## config.mk

```make
export PLATFORM = sky130hd
export DESIGN_NAME = msk_round_ctrl
export DESIGN_NICKNAME = d
export VERILOG_FILES = /design/src/rtl/msk_ctrl_pkg.sv /design/src/rtl/msk_round_cnt.sv /design/src/rtl/msk_round_ctrl.sv
export SDC_FILE = /design/constraint.sdc
export NUM_CORES = 1
export LEC_CHECK = 0
export ABC_CLOCK_PERIOD_IN_PS = 2400
export CAP_MARGIN = 20
export CORE_AREA = 8 8 45 47
export DETAILED_ROUTE_END_ITERATION = 12
export DIE_AREA = 0 0 53 55
export PLACE_DENSITY = 0.58
export SYNTH_ARGS = -nofsm -noshare
export SYNTH_HDL_FRONTEND = slang
export SYNTH_HIERARCHICAL = 1
export SYNTH_SLANG_ARGS = --single-unit
```

## constraint.sdc

```tcl
create_clock -name clk -period 2.4 [get_ports clk]
set_input_delay 0.48 -clock clk [delete_from_list [all_inputs] [get_ports clk]]
set_output_delay 0.48 -clock clk [all_outputs]
set_load 0.03 [all_outputs]
```

## src/rtl/msk_ctrl_pkg.sv

```systemverilog
// Shared types and helpers for the masked-core round controller.
package msk_ctrl_pkg;

  typedef enum logic [1:0] {
    ST_IDLE = 2'd0,
    ST_RUN  = 2'd1,
    ST_DONE = 2'd2
  } ctrl_st_e;

  // $clog2 clamped to at least one bit so single-value counters still have a port.
  function automatic int clog2_min1(input int n);
    return (n <= 2) ? 1 : $clog2(n);
  endfunction

endpackage

```

## src/rtl/msk_round_cnt.sv

```systemverilog
// Stage/round counter pair. The stage wraps explicitly at LAT-1 and the round at NROUNDS-1.
module msk_round_cnt
  import msk_ctrl_pkg::*;
#(
  parameter  int NROUNDS = 10,
  parameter  int LAT     = 2,
  localparam int RW      = clog2_min1(NROUNDS),
  localparam int SW      = clog2_min1(LAT)
) (
  input  logic          clk,
  input  logic          rst_n,
  input  logic          clr,
  input  logic          adv,
  output logic          stage_last,
  output logic          round_last,
  output logic [RW-1:0] round_idx
);

  logic [SW-1:0] stage;

  assign stage_last = (stage == SW'(LAT - 1));
  assign round_last = (round_idx == RW'(NROUNDS - 1));

  always_ff @(posedge clk or negedge rst_n) begin
    if (!rst_n) begin
      stage     <= '0;
      round_idx <= '0;
    end else if (clr) begin
      stage     <= '0;
      round_idx <= '0;
    end else if (adv) begin
      if (stage_last) begin
        stage     <= '0;
        round_idx <= round_last ? '0 : round_idx + 1'b1;
      end else begin
        stage <= stage + 1'b1;
      end
    end
  end

endmodule

```

## src/rtl/msk_round_ctrl.sv

```systemverilog
// Round sequencer for an iterative masked core: accepts a job, runs NROUNDS x LAT
// advance cycles gated by fresh randomness, then holds the result until taken.
module msk_round_ctrl
  import msk_ctrl_pkg::*;
#(
  parameter  int NROUNDS = 10,
  parameter  int LAT     = 2,
  localparam int RW      = clog2_min1(NROUNDS)
) (
  input  logic          clk,
  input  logic          rst_n,
  input  logic          in_valid,
  output logic          in_ready,
  output logic          out_valid,
  input  logic          out_ready,
  input  logic          rnd_valid,
  output logic          rnd_ready,
  output logic          pipe_en,
  output logic          state_en,
  output logic          state_load,
  output logic [RW-1:0] round_idx,
  output logic          last_round
);

  ctrl_st_e st;
  logic     accept, adv, stage_last, round_last;

  assign accept = (st == ST_IDLE) && in_valid;
  assign adv    = (st == ST_RUN) && rnd_valid;

  msk_round_cnt #(.NROUNDS(NROUNDS), .LAT(LAT)) u_cnt (
    .clk        (clk),
    .rst_n      (rst_n),
    .clr        (accept),
    .adv        (adv),
    .stage_last (stage_last),
    .round_last (round_last),
    .round_idx  (round_idx)
  );

  always_ff @(posedge clk or negedge rst_n) begin
    if (!rst_n) begin
      st <= ST_IDLE;
    end else begin
      case (st)
        ST_IDLE: if (in_valid) st <= ST_RUN;
        ST_RUN:  if (adv && stage_last && round_last) st <= ST_DONE;
        ST_DONE: if (out_ready) st <= ST_IDLE;
        default: st <= ST_IDLE;
      endcase
    end
  end

  // state_load is a pure IDLE decode; it only has effect together with state_en.
  assign in_ready   = (st == ST_IDLE);
  assign out_valid  = (st == ST_DONE);
  assign rnd_ready  = (st == ST_RUN);
  assign state_load = (st == ST_IDLE);
  assign last_round = (st == ST_RUN) && round_last;
  assign pipe_en    = adv;
  assign state_en   = accept || (adv && stage_last);

endmodule

```

==> results of run 1 <==
worst register-to-register path: stages, from the launching register on:
cell     delay, ns
dfrtp_1       0.42
nor2b_2       0.20
and2_1        0.23
nand2_2       0.11
or4b_1        0.50
a31oi_1       0.18
flip-flops by register name, summed over array words and instances, names as in the netlist:
name / flops
st: 2
u_cnt/round_idx: 4
u_cnt/stage_last: 1
routing by layer:
metal,GRT usage [%],up-vias
met5,0,-
met4,6.47,0
met3,4.28,2
met2,13.1,8
met1,6.51,178
li1,-,190
cells by family (layout without fill, tap and decap cells):
kind of cell | after synthesis | in the layout
flip-flops | 7 | 7
adder cells (fa/ha/maj) | 2 | 2
multiplexers | 1 | 1
XOR/XNOR | 1 | 1
AND/OR/NAND/NOR | 22 | 22
buffers and inverters | 4 | 22
AO/OA/AOI/OAI | 8 | 8
stage by stage:
step           utilization, %  cells
3_5_place_dp             41.3     75
3_3_place_gp             41.3     75
2_1_floorplan               -     45
4_1_cts                  43.1     79
5_1_grt                  43.1     79
6_report                 43.1     79
worst min path at each step:
| stage | start | endpoint | depth (start not counted) |
|---|---|---|---|
| 4_1_cts | rst_n | u_cnt/round_idx[2] | 1 |
| 5_1_grt | rst_n | u_cnt/stage_last | 1 |
| 6_report | rst_n | u_cnt/round_idx[2] | 1 |
| 3_3_place_gp | u_cnt/round_idx[1] | u_cnt/round_idx[1] | 2 |
| 3_5_place_dp | st[1] | st[1] | 1 |
| 2_1_floorplan | rst_n | st[0] | 0 |
cells in the mapped netlist:
| library cell | n | share of area [%] |
|---|---|---|
| nand2_1 | 3 | 2.7 |
| o2bb2ai_1 | 1 | 2.1 |
| buf_4 | 1 | 1.8 |
| nand4_1 | 1 | 1.5 |
| and2b_1 | 1 | 1.8 |
| dfrtp_1 | 7 | 42 |
| a31oi_1 | 1 | 1.5 |
| nand3_1 | 3 | 3.6 |
| or4b_1 | 1 | 2.4 |
| a21oi_1 | 4 | 4.8 |
| xnor2_1 | 1 | 2.1 |
| o21ai_0 | 1 | 1.2 |
| nand2_2 | 1 | 1.5 |
| and2_1 | 3 | 4.5 |
| inv_1 | 3 | 2.7 |
| nand2b_1 | 1 | 1.5 |
| and3b_1 | 1 | 2.1 |
| ha_1 | 2 | 6.0 |
| or3_1 | 2 | 3.0 |
| o211a_1 | 1 | 2.4 |
| nor2b_2 | 1 | 2.1 |
| mux2i_1 | 1 | 2.4 |
| nor2_1 | 4 | 3.6 |
layout make-up:
| type | instances | area share (%) |
|---|---|---|
| sequential | 7 | 29.4 |
| timing repair buffer | 15 | 24.1 |
| clock buffer | 4 | 4.40 |
| tap | 16 | 3.35 |
| multi-input combinational | 34 | 36.9 |
| inverter | 3 | 1.89 |
power by group through the flow:
stage	Sequential (mW)	Combinational [mW]	Clock, mW
floorplan	0.288	0.248	0
global placement	0.243	0.472	0
detailed placement	0.243	0.474	0
CTS	0.240	0.471	0.110
global route	0.252	0.500	0.118
finish	0.240	0.466	0.105
==> summary.md, run 1 <==
| Metric | Value |
|---|---|
| Outcome | finished clean |
| Gates resized, CTS repair | 1 |
| CTS H-tree depth | 1 |
| R2R Path Start | st[0] |
| Arrival time worst endpoint | 1.65 ns |
| Max-slew violations | 0 |
| Max_slew headroom | 77.5% |
| Pwr dens | 1360 mW/mm2 |
| Critical path depth | 5 |
| Diodes inserted | 0 |
| Max-cap viol count | 0 |
| Layout cells sized above 1 | 11.1% |
| CP Max Fanout | 5 |
| Hold_buf cts | 0 |
| Simple-Gate Fraction of Synth Area | 30.5% |
| # fillers | ~150 |
| Critical-path top delay cell | dfrtp_1 |
| Router iterations before antenna repair | 4 |
| DR top layer | met4 |
| R2R cell count | 5 |
| Die Y | 55 um |
| Largest family of logic cells by synthesized area | simple AND/OR/NAND/NOR gates |
| Final setup violation count | 0 |
| Final hold slack | roughly 0.49 ns |
| Via Count | about 380 |
| Post-CTS setup buffer count | 0 |
| Number of port buffers | 15 |
| Vias per inst | 4.78 |
| Tot Pwr | 811 uW |
| Cells after Synth | 45 |
| CTS tree | done |
| Setup crit start | u_cnt/round_idx[1] |
| Synth Area in Compound Gates | 12.1% |
| Worst-path cell chain | inv_1 > ha_1 > and3b_1 > and2_1 > dlygate4sd2_1 |
| Fmax | 469 MHz |
| Die width | 53 um |
| Kind of critical path | flip-flop to output pin |
| Sw frac | 46.7% |
| Cell area after layout | 597 um2 |
| CP Buf/Inv Count | 2 |
| Hpwl dp | 794 um |
| Final worst slack | 0.269 ns |
| Root Buffer | clkbuf_4 |
| Post-Syn Nets | 52 |
| Crit. End Element | output pin |
| Final hold vios | 0 |
| Post-DP Area | about 570 um2 |
| Starting Density | 29.9% |
| Iter 0 DRT Violations | 8 |
| Delay-heaviest family, CP | buffers and inverters |
| RR Endpoint | u_cnt/round_idx[3] |
| Post-Syn Area | 414 um2 |
| CTS sink count | 7 |
| Final Net Count | 71 |
| Place WS | approximately 0.27 ns |
| Gpl congestion | 0.760 |
| Final worst-path cycle share | about nine tenths |
| Reg2Reg Setup Slack | between 0.6 and 0.7 ns |
| Yosys warns | 6 |
| XOR/XNOR share of the synthesized area | 2.11% |
| Final min period | 2.13 ns |
| Wire per inst | approximately 12 um |
| Initial antenna violation count | 0 |
| Multi-input gate area | 220 um2 |
| Row count | 14 |
| Part of the power in registers | 29.6% |
| Logic pwr share | 57.4% |
| Tot GR Track Use | 7.71% |
| Synth unique cells | 23 |
| Latest clock arrival within the worst-skew pair | 0.25 ns |
| Multiplexer area fraction after synthesis | 2.42% |
| Worst Hold Class | input pin to async pin |
| Metal-1 WL | 328 um |
| Highest-count cells in the layout ignoring fill and taps | 12 x clkdlybuf4s50_1, 7 x dfrtp_1, 4 x nor2_1, 4 x a21oi_1 |
| Area grow syn2layout | 44.1% |
| Post-synthesis adder-cell area fraction | 6.04% |
| Clk pwr share | 12.9% |
| Final global-route overflow total | 0 |
| Critical path endpoint | last_round |
| Worst vdd ir | 0.623 mV |
| Die area | between 0.002 and 0.003 mm2 |
| Startpoint type of the worst setup path | flip-flop |
| CTS Buffer Depth | 2 |
| Global-route wire length before repair | 1.54 mm |
| Synth Area per Inst | 9.20 um2 |
| Synth Register Bits | 7 |
| Layout Skew | roughly 0.00020 ns |
| Share of the yosys chip area belonging to registers | 42.3% |
| Storage element area | between 150 and 200 um2 |
| Internal power | 432 uW |
| Vias in the first global route | 361 |
| LEAKAGE | between 0.2 and 0.3 nW |
| Met2 wire len | 560 um |
| CTS Buf Count | 3 |
| Worst-path clk slew | around 0.05 ns |
| Crit-path max cell delay | 0.41 ns |
| Critical Path RT | approximately 1.9 ns |
| Detail Route Antenna Nets | 0 |
| Top Ports | 16 |
| Routed WL | 975 um |
| Unrepaired setup endpoints after global routing | false |
| Leading cell type in the layout, fill and taps excluded | clkdlybuf4s50_1 |
| Tightest Pin Transition | 0.336 ns |
| Residual DRC | 0 |
| Psw | 379 uW |
| Total Neg Setup Slack | 0 ns |
| Core area | 0.00138 mm2 |
| Largest net degree at the start of global routing | 8 |
| Met3 WL | 65 um |
No activity file was read; power rests on OpenSTA's default activity.
==> run 2: changes to the inputs <==
SETUP_SLACK_MARGIN = 0.2   (was default)
SLEW_MARGIN = 30   (was default)
==> run 2 against run 1 <==
Against the previous run:
- hold slack barely moved
- maximum frequency is 3.8% higher
- register-to-register slack barely moved
- largest power group unchanged
- flip-flop and latch count stayed put
- die area is the same
- largest cell class unchanged
==> summary.md, run 2 (synthesis results as in run 1) <==
| Metric | Value |
|---|---|
| RR Endpoint | u_cnt/round_idx[3] |
| Crit. End Element | output pin |
| Worst vdd ir | just over 0.6 mV |
| CTS Buffer Depth | 2 |
| R2R Path Start | st[0] |
| Core area | 0.00138 mm2 |
| Leading cell type in the layout, fill and taps excluded | clkdlybuf4s50_1 |
| Router iterations before antenna repair | 4 |
| Total Neg Setup Slack | 0 ns |
| Largest Register | u_cnt/round_idx |
| Top Ports | 16 |
| Die Y | 55 um |
| Number of port buffers | 15 |
| Critical Path RT | about 1.9 ns |
| Vias per inst | 4.77 |
| CP Max Fanout | 7 |
| Final global-route overflow total | 0 |
| Final Net Count | 71 |
| Max reg flops | 4 |
| Final worst slack | around 0.35 ns |
| Wire per inst | 12.3 um |
| Final hold vios | 0 |
| Hpwl dp | around 790 um |
| CTS H-tree depth | 1 |
| CTS Buf Count | 3 |
| # fillers | 149 |
| Highest-count cells in the layout ignoring fill and taps | 12 x clkdlybuf4s50_1, 7 x dfrtp_1, 4 x nor2_1, 4 x a21oi_1 |
| Arrival time worst endpoint | 1.57 ns |
| Worst-path clk slew | ~0.050 ns |
| Final min period | a little over 2 ns |
| Util after Layout | 42.9% |
| CTS tree | done |
| Largest net degree at the start of global routing | 8 |
| Residual DRC | 0 |
| Place WS | ~0.27 ns |
| Iter 0 DRT Violations | 8 |
| Diodes inserted | 0 |
| Layout cells sized above 1 | 12.7% |
| Cell area after layout | 593 um2 |
| Worst Hold Class | input pin to async pin |
| Initial antenna violation count | 0 |
| Fmax | between 400 and 500 MHz |
| Final worst-path cycle share | a little under nine tenths |
| Latest clock arrival within the worst-skew pair | 0.25 ns |
| Kind of critical path | flip-flop to output pin |
| Post-DP Area | 572 um2 |
| R2R cell count | 5 |
| Detail Route Antenna Nets | 0 |
| Final hold slack | 0.492 ns |
| Max-cap viol count | 0 |
| Starting Density | between 20% and 30% |
| Tightest Pin Transition | ~0.33 ns |
| Vias in the first global route | about 360 |
| Die width | 53 um |
| Routed WL | 973 um |
| Pwr dens | 1360 mW/mm2 |
| Tot GR Track Use | 7.71% |
| Startpoint type of the worst setup path | flip-flop |
| Gpl congestion | 0.760 |
| Hold_buf cts | 0 |
| Max-slew violations | 0 |
| Layout Skew | 0.000197 ns |
| Via Count | 377 |
| LEAKAGE | roughly 0.27 nW |
| Unrepaired setup endpoints after global routing | false |
| Gates resized, CTS repair | 1 |
| Final setup violation count | 0 |
| Post-CTS setup buffer count | 0 |
| Reg2Reg Setup Slack | 0.69 ns |
| Global-route wire length before repair | 1.54 mm |
| Max_slew headroom | 77.6% |
| Row count | 14 |
| CTS sink count | 7 |
| Outcome | finished clean |
| Die area | 0.00292 mm2 |
| Area grow syn2layout | 43.2% |
| Root Buffer | clkbuf_4 |
-- run 2: changes by cell type in the layout (fill, tap and decap cells not counted) --
cell | before | now
clkbuf_2 | 0 | 1
dlygate4sd2_1 | 1 | 0
-- run 2: worst max path at each step --
| stage | slack (ns) | to | start | cells past startpoint |
|---|---|---|---|---|
| 3_5_place_dp | 0.27 | last_round | u_cnt/round_idx[1] | 5 |
| 6_report | 0.35 | out_valid | st[0] | 2 |
| 5_1_grt | 0.26 | out_valid | st[0] | 2 |
| 3_3_place_gp | 0.28 | u_cnt/round_idx[3] | rnd_valid | 5 |
| 2_1_floorplan | 0.34 | u_cnt/round_idx[3] | st[0] | 5 |
| 4_1_cts | 0.26 | last_round | u_cnt/round_idx[1] | 5 |
-- run 2: area by class of cell --
cell class | count | area (um2) | area share, %
Clock buffer | 4 | 26.3 | 4.43
Timing Repair Buffer | 15 | 140 | 23.6
Inverter | 3 | 11.3 | 1.90
Sequential cell | 7 | 175 | 29.5
Tap cell | 16 | 20.0 | 3.38
Multi-Input combinational cell | 34 | 220 | 37.1
-- run 2: layer usage --
layer,vias up,routed length (um),global-route usage (%)
met3,2,65,4.28
li1,190,-,-
met4,0,21,6.47
met5,-,0,0
met1,177,328,6.51
met2,8,558,13.1
-- run 2: worst max-delay path: stages, from the launching register on --
cell and delay (ns):
dfrtp_1 0.42, and2b_1 0.23, clkdlybuf4s50_1 0.67
-- run 2: power breakdown --
group | leakage (nW) | internal (mW) | switching (mW)
clock | 0.0150 | 0.0633 | 0.0416
combinational | 0.166 | 0.200 | 0.265
sequential | 0.0846 | 0.168 | 0.0722
total | 0.266 | 0.431 | 0.379
-- run 2: stage by stage --
step                total power, mW  cells
floorplan                     0.536     45
global placement              0.715     75
detailed placement            0.717     75
CTS                           0.822     79
global route                  0.869     79
finish                        0.810     79
==> run 3: changes to the inputs <==
HOLD_SLACK_MARGIN = 0.02   (was default)
SETUP_SLACK_MARGIN = default   (was 0.2)
==> results of run 3 <==
The final DEF is identical to that of run 1; final timing and power are the same.
==> RTL edit 1, RTL diff (config.mk and constraints of run 3) <==
`LAT` is set to 2 in 2 places; all go to 4.
--- a/src/rtl/msk_round_cnt.sv
+++ b/src/rtl/msk_round_cnt.sv
@@ -5,3 +5,3 @@
   parameter  int NROUNDS = 10,
-  parameter  int LAT     = 2,
+  parameter  int LAT     = 4,
   localparam int RW      = clog2_min1(NROUNDS),
--- a/src/rtl/msk_round_ctrl.sv
+++ b/src/rtl/msk_round_ctrl.sv
@@ -6,3 +6,3 @@
   parameter  int NROUNDS = 10,
-  parameter  int LAT     = 2,
+  parameter  int LAT     = 4,
   localparam int RW      = clog2_min1(NROUNDS)
Behaviour: not the same (Yosys sat finds a counterexample within 4 cycles, from zero or initial values and one cycle with rst_n low).
==> RTL edit 1 against run 3 <==
  * Power up 0.70%
  * Sequential cell count increased by 1
  * Synthesized area up 14%
  * Non-clock buffer count rose by 4
  * Setup slack gained 73 ps
  * Fmax rose by 3.5%
  * Wire length up 16%
  * Cell area is 15% higher
  * Highest routed layer unchanged
==> RTL edit 1: results (changes against run 3) <==
[logic_synthesis]
ys_types=22  ; -4.3%
ys_seq_area_frac=0.4255  ; +0.002571
syn_nets=58  ; +12%
syn_inst=50  ; +11%
synth_common_cells=dfrtp_1 (8), nor2_1 (6), a21oi_1 (4)
yosys-top-cells-area=dfrtp_1 (43%), ha_1 (8.0%), mux2i_1 (6.4%)

[status]
outcome=finished, final reports clean

[placed_design]
gp_congestion=0.7079  ; -6.8%
dp_hpwl_um=891.7  ; +12%
place_ws_ps=39.62  ; -227.8 ps
dp.cells=84  ; +12%

[setup_path]
cp_data_arrival_time_ps=1580  ; -70 ps
worstPathMaxFanout=7  ; +2

[sta]
finalCritPeriodShare=0.8577  ; -0.03025
holdWs_ps=498.8  ; +6.674 ps
max_slew.worst_pin.slew_ps=338.0  ; +2.294 ps

[global_routing]
grt_pass1_vias=414  ; +15%
grt_max_degree=9  ; +1
antenna_found_initial=0  ; unchanged
grtUsageTotal=0.08796  ; +0.01091
grt_pass1_wl_um=1876  ; +22%

[power_and_ir_drop]
leakage_nw=0.3466  ; +29%
switching_share=0.4374  ; -0.02972

[finish]
fillCellCount=145  ; -2.7%
finalNetCount=81  ; +14%
drive_gt1_frac=0.1408  ; +0.02973

[route]
vias=432  ; +14%
wl_um=1133  ; +16%

[RTL edit 1: cell count changes in the layout (fill, tap and decap cells not counted)]
cell / run 3 / this run
xnor2_1: 1 / 0
dfrtp_1: 7 / 8
clkbuf_1: 1 / 0
nor2_1: 4 / 6
dlygate4sd2_1: 1 / 0
dlymetal6s2s_1: 0 / 2
buf_4: 2 / 5
mux2i_1: 1 / 3
ha_1: 2 / 3
[RTL edit 1: power by group through the flow]
stage | sequential (mW) | clock, mW | combinational (mW)
after floorplan | 0.296 | 0 | 0.226
after global placement | 0.235 | 0 | 0.485
after detailed placement | 0.239 | 0 | 0.490
after CTS | 0.236 | 0.104 | 0.492
after global routing | 0.245 | 0.110 | 0.531
final | 0.236 | 0.0981 | 0.483
[RTL edit 1: what timing repair did]
action	in CTS	in global routing
hold endpoints to repair	0	0
setup endpoints to repair	0	2
gates resized for setup	0	2
[RTL edit 1: kinds of logic after synthesis]
family	count (synthesis)	synth area share
compound gates	8	0.1064
fa+ha+maj	3	0.07980
buf+inv	4	0.03990
flops	8	0.4255
mux	3	0.06383
simple gates	24	0.2846
[RTL edit 1: critical path: stages (launching register included)]
cell	delay, ps
dfrtp_1	430
and2b_1	230
clkdlybuf4s50_1	670
[RTL edit 1: final timing paths]
kind                                             endpoint                  startpoint  cells past startpoint
max in group asynchronous  u_cnt/round_idx[2]$_DFFE_PN0P_                       rst_n                      1
max reg2reg                u_cnt/round_idx[3]$_DFFE_PN0P_           st[0]$_DFFE_PN0P_                      5
max                                             out_valid           st[0]$_DFFE_PN0P_                      2
min in group clk               u_cnt/stage[1]$_DFFE_PN0P_  u_cnt/stage[1]$_DFFE_PN0P_                      2
min reg2reg                    u_cnt/stage[1]$_DFFE_PN0P_  u_cnt/stage[1]$_DFFE_PN0P_                      2
min                        u_cnt/round_idx[0]$_DFFE_PN0P_                       rst_n                      1
[RTL edit 1: through the flow]
stage	total power [mW]	cell area (um2)
detailed placement	0.7282	660.6
CTS	0.8313	683.2
finish	0.8167	688.2
floorplan	0.5220	470.5
global placement	0.7209	660.6
global route	0.8867	688.2
[RTL edit 1: layout make-up]
cell class | count | area [um2] | area share
Clock buffer | 3 | 22.52 | 0.03273
Inverter | 3 | 11.26 | 0.01636
Multi-Input combinational cell | 38 | 251.5 | 0.3655
Sequential cell | 8 | 200.2 | 0.2909
Tap cell | 16 | 20.02 | 0.02909
Timing Repair Buffer | 19 | 182.7 | 0.2655
[RTL edit 1: metal layers]
| layer | vias to the layer above | part of all wire | track usage | wire, um |
|---|---|---|---|---|
| met5 | - | 0 | 0 | 0 |
| met4 | 0 | 0.0088 | 0.06466 | 10 |
| met3 | 2 | 0.049 | 0.02674 | 55 |
| met2 | 9 | 0.47 | 0.1172 | 532 |
| met1 | 207 | 0.47 | 0.1159 | 534 |
| li1 | 214 | - | - | - |
==> RTL edit 2, RTL diff (settings of run 3) <==
Without the edit above. Reset style: synchronous (`rst_n`), changed in 2 clocked blocks.
--- a/src/rtl/msk_round_cnt.sv
+++ b/src/rtl/msk_round_cnt.sv
@@ -23,3 +23,3 @@
 
-  always_ff @(posedge clk or negedge rst_n) begin
+  always_ff @(posedge clk) begin
     if (!rst_n) begin
--- a/src/rtl/msk_round_ctrl.sv
+++ b/src/rtl/msk_round_ctrl.sv
@@ -40,3 +40,3 @@
 
-  always_ff @(posedge clk or negedge rst_n) begin
+  always_ff @(posedge clk) begin
     if (!rst_n) begin
Function: differs if rst_n is asserted again (counterexample within 4 cycles, from zero or initial values and one cycle with rst_n low); with rst_n held inactive, the same outputs for 10 cycles.
==> RTL edit 2 against run 3 <==
  * Critical path depth is 2 lower
  * Clock skew rose by 0.61 ps
  * Largest cell class unchanged
  * Wire length fell by 9.7%
  * Highest routed layer is now met3
  * Setup slack lost 130 ps
  * Synthesized cell count shrank 8.9%
  * Synthesized area down 12%
  * Sequential cell count stayed put
  * Cell area down 6.5%
Power is not compared: it rests on default switching activity, and its combinational part moved more than twofold at a synthesized area within 25%.
==> RTL edit 2: results (changes against run 3) <==
[route]
topRoutingLayerUsed=met3
drtIter0Drc=2  ; -6
vias=353  ; -6.6%
dr.pass1.iters=2  ; -2
wl_per_cell_um=11.58  ; -6.2%
wl_met1_um=421  ; +28%
wl_met3_um=85  ; +31%
met2_length_um=374  ; -33%

[logic_synthesis]
synth_common_cells=dfxtp_1 (7), nor2_1 (5), nor2b_1 (3)
syn_nets=46  ; -12%
ys_types=24  ; +4.3%
async_flop_share=0  ; -1.000
synth_flop_cell=dfxtp_1
yosys-top-cells-area=dfxtp_1 (38%), and4bb_2 (6.9%), nor2_1 (5.2%)
synth_top_area_share=0.3849  ; -0.03808

[power_and_ir_drop]
ir_drop_v=0.0002262
leakage_nw=0.1986

[placed_design]
dp_hpwl_um=695.6  ; -12%
gp_congestion=0.6297  ; -17%
place_area_um2=531.8  ; -7.0%

[sta]
clock_skew_ps=0.8041  ; +0.6068 ps

[global_routing]
grt_pass1_wl_um=1435  ; -6.7%
grt_pass1_vias=358  ; -0.83%
grtUsageTotal=0.06947  ; -0.007575

[finish]
finalNetCount=66  ; -7.0%
drive_gt1_frac=0.1167  ; +0.005556
fillCellCount=152  ; +2.0%

[hold_path]
hold_class=flop to flop

[setup_path]
worstPathMaxFanout=3  ; -2
max_stage_delay_ps=670  ; +260 ps
r2r_cells=6  ; +1
slowest_stage=clkdlybuf4s50_1
cp_data_arrival_time_ps=1780  ; +130 ps

[status]
outcome=finished, final reports clean

[clocking]
cts_htree_levels=1  ; unchanged
cts_resized=0  ; -1

[RTL edit 2: cell types whose count changed after synthesis, moves of 2 or more]
cell      before  now
dfrtp_1        7    0
dfxtp_1        0    7
a21oi_1        4    1
nor2b_1        0    3
and4bb_2       0    2
ha_1           2    0
inv_1          3    1
nand3_1        3    1
[RTL edit 2: layer usage]
layer  up-vias  GRT usage
met5         -          0
met4         0    0.05172
met3         0    0.04545
met2        13     0.1016
met1       158    0.07012
li1        182          -
[RTL edit 2: cell type report]
class | count | area (um2) | share of cell area
sequential | 7 | 140.1 | 0.2511
clock buffer | 4 | 26.28 | 0.04709
tap | 16 | 20.02 | 0.03587
timing repair buffer | 16 | 155.1 | 0.2780
inverter | 1 | 3.754 | 0.006726
multi-input combinational | 32 | 212.7 | 0.3812
[RTL edit 2: logic make-up after synthesis]
family	Yosys count	synth area share
AO/OA/AOI/OAI	5	0.09621
AND/OR/NAND/NOR	24	0.4158
XOR/XNOR	3	0.07218
flip-flops	7	0.3849
buffers and inverters	2	0.03093
[RTL edit 2: power groups by stage]
| stage | registers [mW] | logic, mW | clock network (mW) |
|---|---|---|---|
| global placement | 0.124 | 0.0448 | 0 |
| CTS | 0.122 | 0.0451 | 0.111 |
| detailed placement | 0.124 | 0.0448 | 0 |
| global route | 0.122 | 0.0473 | 0.117 |
| finish | 0.122 | 0.0443 | 0.104 |
| floorplan | 0.124 | 0.0246 | 0 |
[RTL edit 2: final timing paths]
check / slack (ps) / startpoint / to
worst max-delay path: 140 / rnd_valid / pipe_en
worst min-delay path: 530 / u_cnt/round_idx[1]$_SDFFE_PP0P_ / u_cnt/round_idx[1]$_SDFFE_PP0P_
worst max register to register: 830 / st[0]$_SDFFE_PN0P_ / u_cnt/round_idx[3]$_SDFFE_PP0P_
worst min register to register: 530 / u_cnt/round_idx[1]$_SDFFE_PP0P_ / u_cnt/round_idx[1]$_SDFFE_PP0P_
[RTL edit 2: worst max-delay path: cells and delay by family]
family	cells	cell delay, ps
buf+inv	2	1160
simple gates	1	140
[RTL edit 2: stage by stage]
stage / power [mW] / hold WS (ps) / instances / setup slack (ps) / utilization
5_1_grt: 0.2860 / 571.2 / 76 / 96.62 / 0.4033
6_report: 0.2705 / 532.1 / 76 / 136.9 / 0.4033
3_3_place_gp: 0.1690 / 521.3 / 72 / 132.6 / 0.3843
4_1_cts: 0.2776 / 538.2 / 76 / 129.7 / 0.4033
3_5_place_dp: 0.1691 / 529.5 / 72 / 130.1 / 0.3843
2_1_floorplan: 0.1483 / 555.0 / 41 / 543.8 / -
